File: src/rtl/manchester_rx_if.sv
`default_nettype none
//------------------------------------------------------------------------------
// Module      : manchester_rx_if
// Description : Sequence-memory write port driven by the Manchester receiver.
//               The master side (decoder) drives the word, its address and a
//               one-cycle write strobe; the slave side (memory) consumes them.
// Revision    : 1.0 - initial release
//------------------------------------------------------------------------------
interface manchester_rx_if #(
   parameter int DATA_W = 16,
   parameter int ADDR_W = 7
);
   logic [DATA_W-1:0] data_out;
   logic              data_wren;
   logic [ADDR_W-1:0] wr_addr;

   modport master (
      output data_out,
      output data_wren,
      output wr_addr
   );

   modport slave (
      input  data_out,
      input  data_wren,
      input  wr_addr
   );
endinterface
`default_nettype wire

File: src/rtl/manchester_rx.sv
`default_nettype none
//------------------------------------------------------------------------------
// Module      : manchester_rx
// Description : Manchester frame decoder for the PA command link. Recovers
//               start bit + DATA_W data bits (MSB first) from an asynchronous
//               line, and writes each word to the sequence memory at an
//               auto-incrementing address that wraps at seq_end_addr.
//               Optional macro PARITY_CHECK_EN: when defined, an even-parity
//               bit follows the data bits and a mismatch is a framing error.
// Revision    : 1.0 - initial release
//------------------------------------------------------------------------------
module manchester_rx #(
   parameter int DATA_W   = 16,
   parameter int ADDR_W   = 7,
   parameter int HALF_BIT = 8
) (
   input  wire                 clk,
   input  wire                 rst_n,
   input  wire                 rx_en,
   input  wire                 rx_in,
   input  wire  [ADDR_W-1:0]   seq_end_addr,
   manchester_rx_if.master     mem,
   output logic                frame_err,
   output logic                busy
);

   // Counter widths: cnt saturates at 4*HALF_BIT; bit_cnt must hold DATA_W+1
   localparam int c_cnt_w = $clog2(4 * HALF_BIT) + 1;
   localparam int c_bit_w = $clog2(DATA_W + 2) + 1;

`ifdef PARITY_CHECK_EN
   localparam int c_frame_bits = DATA_W + 1;
`else
   localparam int c_frame_bits = DATA_W;
`endif

   // Mid-bit acceptance window and idle qualification, integer division
   localparam logic [c_cnt_w-1:0] c_cnt_sat  = c_cnt_w'(4 * HALF_BIT);
   localparam logic [c_cnt_w-1:0] c_mid_lo   = c_cnt_w'(3 * HALF_BIT / 2);
   localparam logic [c_cnt_w-1:0] c_mid_hi   = c_cnt_w'(5 * HALF_BIT / 2);
   localparam logic [c_cnt_w-1:0] c_idle_end = c_cnt_w'(2 * HALF_BIT - 1);
   localparam logic [c_cnt_w-1:0] c_cnt_one  = c_cnt_w'(1);
   localparam logic [c_bit_w-1:0] c_bit_last = c_bit_w'(c_frame_bits - 1);
   localparam logic [c_bit_w-1:0] c_bit_data = c_bit_w'(DATA_W);
   localparam logic [c_bit_w-1:0] c_bit_one  = c_bit_w'(1);
   localparam logic [ADDR_W-1:0]  c_addr_one = ADDR_W'(1);

   typedef enum logic [2:0] {
      S_IDLE      = 3'd0,
      S_DATA      = 3'd1,
      S_DONE      = 3'd2,
      S_WAIT_IDLE = 3'd3,
      S_ERR       = 3'd4
   } state_t;

   state_t              r_state;
   state_t              w_state_nxt;

   logic                r_sync1;
   logic                r_sync2;
   logic                r_sync_prev;
   logic [c_cnt_w-1:0]  r_cnt;
   logic [c_cnt_w-1:0]  r_low_cnt;
   logic [c_bit_w-1:0]  r_bit_cnt;
   logic [DATA_W-1:0]   r_shift;
   logic [DATA_W-1:0]   r_data_out;
   logic                r_wren;
   logic [ADDR_W-1:0]   r_addr;
   logic                r_frame_err;
`ifdef PARITY_CHECK_EN
   logic                r_par;
`endif

   logic                w_edge;
   logic                w_rise;
   logic                w_mid_edge;
   logic                w_timeout;
   logic                w_last_bit;
   logic                w_par_bad;
   logic                w_low_done;
   logic                w_start;
   logic                w_load;
   logic                w_err;

   // Edge detection on the synchronized line; mid-bit qualification by cnt
   assign w_edge     = r_sync2 ^ r_sync_prev;
   assign w_rise     = r_sync2 & ~r_sync_prev;
   assign w_mid_edge = (r_state == S_DATA) && w_edge &&
                       (r_cnt >= c_mid_lo) && (r_cnt <= c_mid_hi);
   assign w_timeout  = (r_state == S_DATA) && (r_cnt > c_mid_hi);
   assign w_last_bit = w_mid_edge && (r_bit_cnt == c_bit_last);
   assign w_low_done = !r_sync2 && (r_low_cnt == c_idle_end);

`ifdef PARITY_CHECK_EN
   // Even parity: XOR of data bits and the parity bit itself must be 0
   assign w_par_bad  = r_par ^ w_rise;
`else
   assign w_par_bad  = 1'b0;
`endif

   assign busy          = (r_state != S_IDLE);
   assign frame_err     = r_frame_err;
   assign mem.data_out  = r_data_out;
   assign mem.data_wren = r_wren;
   assign mem.wr_addr   = r_addr;

   // Two-flop synchronizer plus previous-value flop for edge detection
   always_ff @(posedge clk or negedge rst_n) begin
      if (!rst_n) begin
         r_sync1     <= 1'b0;
         r_sync2     <= 1'b0;
         r_sync_prev <= 1'b0;
      end else begin
         r_sync1     <= rx_in;
         r_sync2     <= r_sync1;
         r_sync_prev <= r_sync2;
      end
   end

   // FSM state register
   always_ff @(posedge clk or negedge rst_n) begin
      if (!rst_n) begin
         r_state <= S_IDLE;
      end else begin
         r_state <= w_state_nxt;
      end
   end

   // FSM next-state and control strobes; rx_en low forces IDLE from anywhere
   always_comb begin
      w_state_nxt = r_state;
      w_start     = 1'b0;
      w_load      = 1'b0;
      w_err       = 1'b0;
      if (!rx_en) begin
         w_state_nxt = S_IDLE;
      end else begin
         case (r_state)
            S_IDLE: begin
               if (w_rise) begin
                  w_start     = 1'b1;
                  w_state_nxt = S_DATA;
               end
            end
            S_DATA: begin
               if (w_timeout) begin
                  w_state_nxt = S_ERR;
               end else if (w_last_bit) begin
                  w_state_nxt = w_par_bad ? S_ERR : S_DONE;
               end
            end
            S_DONE: begin
               w_load      = 1'b1;
               w_state_nxt = S_WAIT_IDLE;
            end
            S_WAIT_IDLE: begin
               if (w_low_done) begin
                  w_state_nxt = S_IDLE;
               end
            end
            S_ERR: begin
               w_err       = 1'b1;
               w_state_nxt = S_WAIT_IDLE;
            end
            default: begin
               w_state_nxt = S_IDLE;
            end
         endcase
      end
   end

   // Datapath: timing counters, shift register, output word and address
   always_ff @(posedge clk or negedge rst_n) begin
      if (!rst_n) begin
         r_cnt       <= '0;
         r_low_cnt   <= '0;
         r_bit_cnt   <= '0;
         r_shift     <= '0;
         r_data_out  <= '0;
         r_wren      <= 1'b0;
         r_addr      <= '0;
         r_frame_err <= 1'b0;
`ifdef PARITY_CHECK_EN
         r_par       <= 1'b0;
`endif
      end else begin
         r_wren      <= 1'b0;
         r_frame_err <= 1'b0;
         if (!rx_en) begin
            // Abort: drop the frame and restart addressing; data_out is held
            r_cnt     <= '0;
            r_low_cnt <= '0;
            r_bit_cnt <= '0;
            r_shift   <= '0;
            r_addr    <= '0;
`ifdef PARITY_CHECK_EN
            r_par     <= 1'b0;
`endif
         end else begin
            // cnt runs only in DATA, restarts on every accepted mid-bit edge
            if ((r_state == S_DATA) && !w_mid_edge) begin
               if (r_cnt != c_cnt_sat) begin
                  r_cnt <= r_cnt + c_cnt_one;
               end
            end else begin
               r_cnt <= '0;
            end

            // Consecutive low samples while waiting for the line to settle
            if ((r_state == S_WAIT_IDLE) && !r_sync2) begin
               r_low_cnt <= r_low_cnt + c_cnt_one;
            end else begin
               r_low_cnt <= '0;
            end

            if (w_start || w_err) begin
               r_bit_cnt <= '0;
               r_shift   <= '0;
`ifdef PARITY_CHECK_EN
               r_par     <= 1'b0;
`endif
            end else if (w_mid_edge) begin
               r_bit_cnt <= r_bit_cnt + c_bit_one;
               // Only data bits enter the word; a trailing parity bit does not
               if (r_bit_cnt < c_bit_data) begin
                  r_shift <= {r_shift[DATA_W-2:0], w_rise};
`ifdef PARITY_CHECK_EN
                  r_par   <= r_par ^ w_rise;
`endif
               end
            end

            if (w_load) begin
               r_data_out <= r_shift;
               r_wren     <= 1'b1;
            end

            if (w_err) begin
               r_frame_err <= 1'b1;
            end

            // Address advances the cycle after the write strobe
            if (r_wren) begin
               r_addr <= (r_addr == seq_end_addr) ? '0 : r_addr + c_addr_one;
            end
         end
      end
   end

endmodule
`default_nettype wire

File: src/flat_wrapper.sv
// flat-port wrapper written by rule: the top's interface ports become plain ports
module manchester_rx_flat 
#(
   parameter int DATA_W   = 16,
   parameter int ADDR_W   = 7,
   parameter int HALF_BIT = 8
)
  (clk, rst_n, rx_en, rx_in, seq_end_addr, frame_err, busy, mem_data_out, mem_data_wren, mem_wr_addr);
  manchester_rx_if #(.DATA_W(DATA_W), .ADDR_W(ADDR_W)) mem_i ();
  input  wire clk;
  input  wire rst_n;
  input  wire rx_en;
  input  wire rx_in;
  input  wire  [ADDR_W-1:0] seq_end_addr;
  output logic frame_err;
  output logic busy;
  output wire logic [$bits(mem_i.data_out)-1:0] mem_data_out;
  output wire logic [$bits(mem_i.data_wren)-1:0] mem_data_wren;
  output wire logic [$bits(mem_i.wr_addr)-1:0] mem_wr_addr;
  assign mem_data_out = mem_i.data_out;
  assign mem_data_wren = mem_i.data_wren;
  assign mem_wr_addr = mem_i.wr_addr;
  manchester_rx #(.DATA_W(DATA_W), .ADDR_W(ADDR_W), .HALF_BIT(HALF_BIT)) u_core (.clk(clk), .rst_n(rst_n), .rx_en(rx_en), .rx_in(rx_in), .seq_end_addr(seq_end_addr), .mem(mem_i), .frame_err(frame_err), .busy(busy));
endmodule
File: config.mk
export PLATFORM = sky130hd
export DESIGN_NAME = manchester_rx_flat
export DESIGN_NICKNAME = d
export VERILOG_FILES = /design/src/rtl/manchester_rx_if.sv /design/src/rtl/manchester_rx.sv /design/src/flat_wrapper.sv
export SDC_FILE = /design/constraint.sdc
export NUM_CORES = 1
export LEC_CHECK = 0
export ABC_AREA = 1
export BUFFER_PORTS_ARGS = -buffer_cell sky130_fd_sc_hd__buf_2
export CAP_MARGIN = 15
export CORE_MARGIN = 8
export CORE_UTILIZATION = 50
export DETAILED_ROUTE_END_ITERATION = 8
export GPL_ROUTABILITY_DRIVEN = 1
export GPL_TIMING_DRIVEN = 0
export PLACE_DENSITY = 0.7
export SLEW_MARGIN = 5
export SYNTH_ARGS = -nofsm -noshare
export SYNTH_HDL_FRONTEND = slang
export SYNTH_SLANG_ARGS = --single-unit
File: constraint.sdc
create_clock -name clk -period 2.3 [get_ports clk]
set_input_delay 0.115 -clock clk [delete_from_list [all_inputs] [get_ports clk]]
set_output_delay 0.115 -clock clk [all_outputs]
set_load 0.02 [all_outputs]
* Word-level counts from Yosys, hierarchy flattened
Cells that the tools add are included.
** Word-level totals
- Register bits after elaboration :: 65
- Input bits :: 11
- Output and inout port bits :: 26
- Logic and storage cells :: 87
** Cells by class
- Add/sub/neg operators :: 4
- $lt $le $gt $ge :: 4
- Equality and inequality tests :: 15
- Multiplexer cells :: 32
- Bitwise operators :: 3
- Reductions and logical operators :: 17
** Operator list (count)
- 16-bit 2-to-1 mux :: 4
- 6-bit 2-to-1 mux :: 8
- 7-bit 2-to-1 mux :: 3
- 6-bit by 1-bit adder with 6-bit output, second input constant :: 3
- 3-bit 2-to-1 mux :: 5
- 6-bit by 4-bit == test with 1-bit output, second input constant :: 2
- 3-bit case mux with 4 select lines :: 1
- 1-bit 2-to-1 mux :: 11
- 1-bit logical AND :: 8
- 7-bit by 1-bit adder with 7-bit output, second input constant :: 1
- 7-bit == test :: 1
- 3-bit by 2-bit == test with 1-bit output, second input constant :: 2
- 6-bit by 4-bit >= comparator with 1-bit output, second input constant :: 1
- 6-bit by 5-bit greater-than comparator with 1-bit output, second input constant :: 1
- 6-bit by 5-bit less-or-equal comparator with 1-bit output, second input constant :: 1
- 6-bit by 5-bit < comparator with 1-bit output, second input constant :: 1
- 3-bit by 1-bit != test with 1-bit output, second input constant :: 2
- 3-bit by 2-bit != test with 1-bit output, second input constant :: 2
- 6-bit != test, second input constant :: 1
- 4-bit by 2-bit != test with 1-bit output, second input constant :: 1
- 2-bit AND reduction :: 2
- 3-bit by 1-bit == test with 1-bit output, second input constant :: 1
- 3-bit == test, second input constant :: 1
- 3-bit logical NOT :: 1
- 10 further kinds :: 11

* Depth between registers and ports, before layout
- Depth in word-level cells :: 9
- Depth in mapped cells :: 12
- Depth with buffers taken out :: 12

* Worst setup path before layout
No wires, ideal clock.
- Kind :: register -> register
- Start :: register u_core.r_sync2
- End :: register u_core.r_shift[10]
- Setup time :: 0.116 ns
- Data arrival time :: 1.456 ns
- Data required time :: 2.184 ns
- Slack :: 0.728 ns
- Stages on the path, launching flop included :: 11
- Path buffers :: 1
- Clock period less this slack :: 1.572 ns
- Cells stage by stage :: dfrtp_1 > ha_1 > inv_1 > nand3_1 > nor2_2 > nand2_4 > nor2_8 > inv_2 > buf_6 > nand2_1 > nand2_1
** On the way
- Longest elaborated chain between the ends :: 7
- Elaborated cells on any way between the ends :: 14
- Classes of those cells :: eq/ne: 2; mux: 5; bitwise: 2; reduce/logical: 5
** RTL lines
- start, declared :: line manchester_rx.sv:60 : logic r_sync2;
- start signal, assigned :: line manchester_rx.sv:115 : r_sync2 <= r_sync1;
- 1-bit bitwise AND :: line manchester_rx.sv:87 : assign w_rise = r_sync2 & ~r_sync_prev;
- 1-bit 2-to-1 mux :: line manchester_rx.sv:140 : if (w_rise) begin
- 1-bit 2-to-1 mux :: line manchester_rx.sv:138 : case (r_state)
- 1-bit 2-to-1 mux :: line manchester_rx.sv:135 : if (!rx_en) begin
- 1-bit logical OR :: line manchester_rx.sv:216 : if (w_start || w_err) begin
- 3-bit by 1-bit != test with 1-bit output (no line) or 16-bit 2-to-1 mux (tied branches)
- 2-bit AND reduction (no line) or 16-bit 2-to-1 mux (tied branches)
- end signal, assigned :: line manchester_rx.sv:226 : r_shift <= {r_shift[DATA_W-2:0], w_rise};
- end, declared :: line manchester_rx.sv:65 : logic [DATA_W-1:0] r_shift;
Several ways; a longest one is shown, not always the timed one.
A chain may end at the register's enable or synchronous reset.

* Final worst setup path
- Start :: register u_core.r_state[2]
- End :: register u_core.r_data_out[14], in the netlist u_core.mem.data_out[14]
** On the way
- Longest elaborated chain between the ends :: 4
** RTL lines
- start, declared :: line manchester_rx.sv:56 : state_t r_state;
- start signal, assigned :: line manchester_rx.sv:125 : r_state <= w_state_nxt;
- 3-bit by 2-bit == test with 1-bit output :: line manchester_rx.sv:138
- 1-bit 2-to-1 mux :: line manchester_rx.sv:138
- 1-bit 2-to-1 mux :: line manchester_rx.sv:135
- 2-bit AND reduction (no line)
- end signal, assigned :: line manchester_rx.sv:234 : r_data_out <= r_shift;
- end, declared :: line manchester_rx.sv:66 : logic [DATA_W-1:0] r_data_out;
Every way passes these cells.

==> metrics.cfg <==
[finish]
multiInputGateArea_mm2 = 0.00124
num-fill-cells = 529
antennaDiodeCount = 0
fin_nets = 441
final_core_util_pct = 60.2
area_growth_pct = 16.2
drive_gt1_share_pct = 14.5
regArea_mm2 = 0.00163

[critical_path]
cp.arrival_ns = 2.09
slowest_stage = dfrtp_1
path_class = flip-flop to flip-flop
worstSetupStartpointType = flip-flop
cp_top_family = simple AND/OR/NAND/NOR gates
rrSetupSlack_ns = 0.42
crit_chain = nor2_1 -> nand2_1 -> nor2_1 -> inv_1 -> clkbuf_1 -> nand2_1 -> o21ai_0
critical_path_buf_inv_count = 2
r2r_end = u_core.mem.data_out[14]
cp.depth = 7
required_ns = 2.51
cpPeakStageDelay_ns = 0.45
cp-end-kind = flip-flop
rr_startpoint = u_core.r_state[2]
rr_worst_depth = 7
cp_max_fo = 10

[clock_network]
post_cts_resized = 0
clk_pin_slew_ns = 0.07
ctsHoldBuffers = 2
clkSinkCount = 65
h-tree-depth = 3
insertion_delay_ns = 0.34
cts_setup_buffers = 0
cts.path.max_buffers = 2
cts_tree = built
cts-root-buf = clkbuf_8
cts-buffers-inserted = 9

[sta]
rsz0062_at_grt = false
finalSetupTns_ns = 0
tightest_slew_ns = 0.803
slew_headroom_pct = 46.4
layout_min_cycle_time_ns = 1.88
finalMaxSlewViolations = 0
clock_skew_ns = 0.00628
final_hold_viol_count = 0
post-route-period-util_pct = 81.7
setup_viol_count_final = 0
fmaxAchievable_ghz = 0.532

[pwr]
p_leak_uw = 0.00183
vdd_drop_max_uv = 461
power_density_mw_per_mm2 = 871

[placement]
globalplace.congestion = 0.817
port-buffer-count = 36
dp_hpwl_um = 4250

[synth]
yosys_warnings = 0
yosysTopAreaCellShare_pct = 52.7
synth_nets = 392
synth_common_cells = 110 x nand2_1, 65 x dfrtp_1, 48 x nor2_1, 46 x inv_1, 22 x nand3_1
mappedNetlistArea_mm2 = 0.00309
synth-edff-count = 0
synth-seq-cells = 65
synth_area_leaders = dfrtp_1 53%, nand2_1 13%, nor2_1 5.8%
syn_area_per_cell_um2 = 8.23
synthCells = 375
synthArstFlopShare_pct = 100
ys_types = 24
synth_most_common_cell = nand2_1
ys_seq_area_share_pct = 52.7
yosysTopAreaCell = dfrtp_1
synth_flop_cell = dfrtp_1

[route]
wl_per_cell_um = 12.0
antenna_left = 0
drt-initial-drc-count = 98
routed-via-count = 2467
drtPass1Iterations = 4
drt_wl_total_um = 6030
drt-vias-per-instance = 4.89
route.detailed.drc = 0

[global_routing]
grt_pass1_wl_um = 10500
grt_pass1_vias = 2360
grt_usage_pct = 14.9
grt_max_degree = 66
antenna_found_initial = 0
overflow = 0

[floorplanning]
die_h_um = 94.6
row_count = 28
die-area_mm2 = 0.00894
ios = 37
initial_utilization_pct = 51.8
coreArea_mm2 = 0.00596
die_w_um = 94.6

[job]
drv_cap = 0

[hold_path]
min-delay-start = rx_en
worstHoldEndpoint = u_core.r_state[2]
hold_path_depth = 3
hold_path.class = primary input to flip-flop

[status]
status = complete, no violations

worst register-to-register path: stages (launching register included):
cell	delay, ns
dfrtp_1	0.45
nor2_1	0.24
nand2_1	0.10
nor2_1	0.35
inv_1	0.16
clkbuf_1	0.26
nand2_1	0.12
o21ai_0	0.08
power by group:
part	leakage, uW	total [uW]	internal [uW]	switching [uW]
sequential	0.000889	1400	1300	98.2
combinational	0.000845	744	237	508
clock	0.0000949	981	531	450
flip-flops by register name (all words and copies together) (netlist names), 3 cells and up:
signal               count
u_core.r_shift          16
u_core.mem.wr_addr       7
u_core.r_state           3
u_core.mem.data_out     16
u_core.r_cnt             6
u_core.r_low_cnt         6
u_core.r_bit_cnt         6
worst max path at each step:
stage / from / endpoint
after floorplan: u_core.r_sync2 / u_core.r_shift[10]
after global placement: u_core.r_state[2] / u_core.mem.data_out[11]
after detailed placement: u_core.r_state[2] / u_core.mem.data_out[14]
after CTS: u_core.r_state[2] / u_core.mem.data_out[14]
after global routing: u_core.r_state[2] / u_core.mem.data_out[14]
final: u_core.r_state[2] / u_core.mem.data_out[14]
stage by stage:
stage	power (uW)	cell area (um2)	hold WS (ns)	setup WS, ns	std cells
3_3_place_gp	2160	3360	0.225	0.475	486
4_1_cts	3170	3590	0.213	0.407	504
6_report	3120	3590	0.228	0.421	504
5_1_grt	3330	3590	0.250	0.174	504
3_5_place_dp	2180	3360	0.233	0.432	486
2_1_floorplan	1890	3090	-0.181	0.728	375
layout by cell type, fill, tap and decap left out, drive strengths merged:
master	synthesis	final
nand2	112	112
dfrtp	65	65
nor2	50	50
inv	47	48
buf	5	41
nand3	22	22
o21ai	21	21
clkbuf	3	13
xor2	10	10
a21oi	10	10
xnor2	9	9
nand4	6	6
ha	6	6
nor3	5	5
clkinvlp	0	3
nor3b	2	2
dlygate4sd3	0	2
o211ai	1	1
nand3b	1	1
bufinv	0	1
clkinv	0	1
logic make-up (layout without fill, tap and decap cells):
group / count (synthesis) / in the layout / synth area share [%]
xor gates and xnor gates: 19 / 19 / 5.39
AOI/OAI and AO/OA: 32 / 32 / 5.27
and+or+nand+nor: 198 / 198 / 27.0
adders and majority gates: 6 / 6 / 2.43
DFF: 65 / 65 / 52.7
buffers and inverters: 55 / 109 / 7.26
metal layers:
| metal | global-route usage (%) | wire (um) | vias to the layer above |
|---|---|---|---|
| met1 | 17.9 | 2770 | 1154 |
| met4 | 6.76 | 89 | 0 |
| li1 | - | - | 1260 |
| met2 | 24.0 | 2790 | 46 |
| met3 | 4.68 | 377 | 7 |
| met5 | 0 | 0 | - |
cell type report:
class / count / area share (%)
Buffer: 8 / 1.33
Clock buffer: 10 / 3.84
Clock inverter: 6 / 1.85
Inverter: 47 / 4.92
Multi-Input combinational cell: 255 / 34.5
Sequential cell: 65 / 45.3
Tap cell: 75 / 2.62
Timing Repair Buffer: 38 / 5.65
No activity file was read; power rests on OpenSTA's default activity.
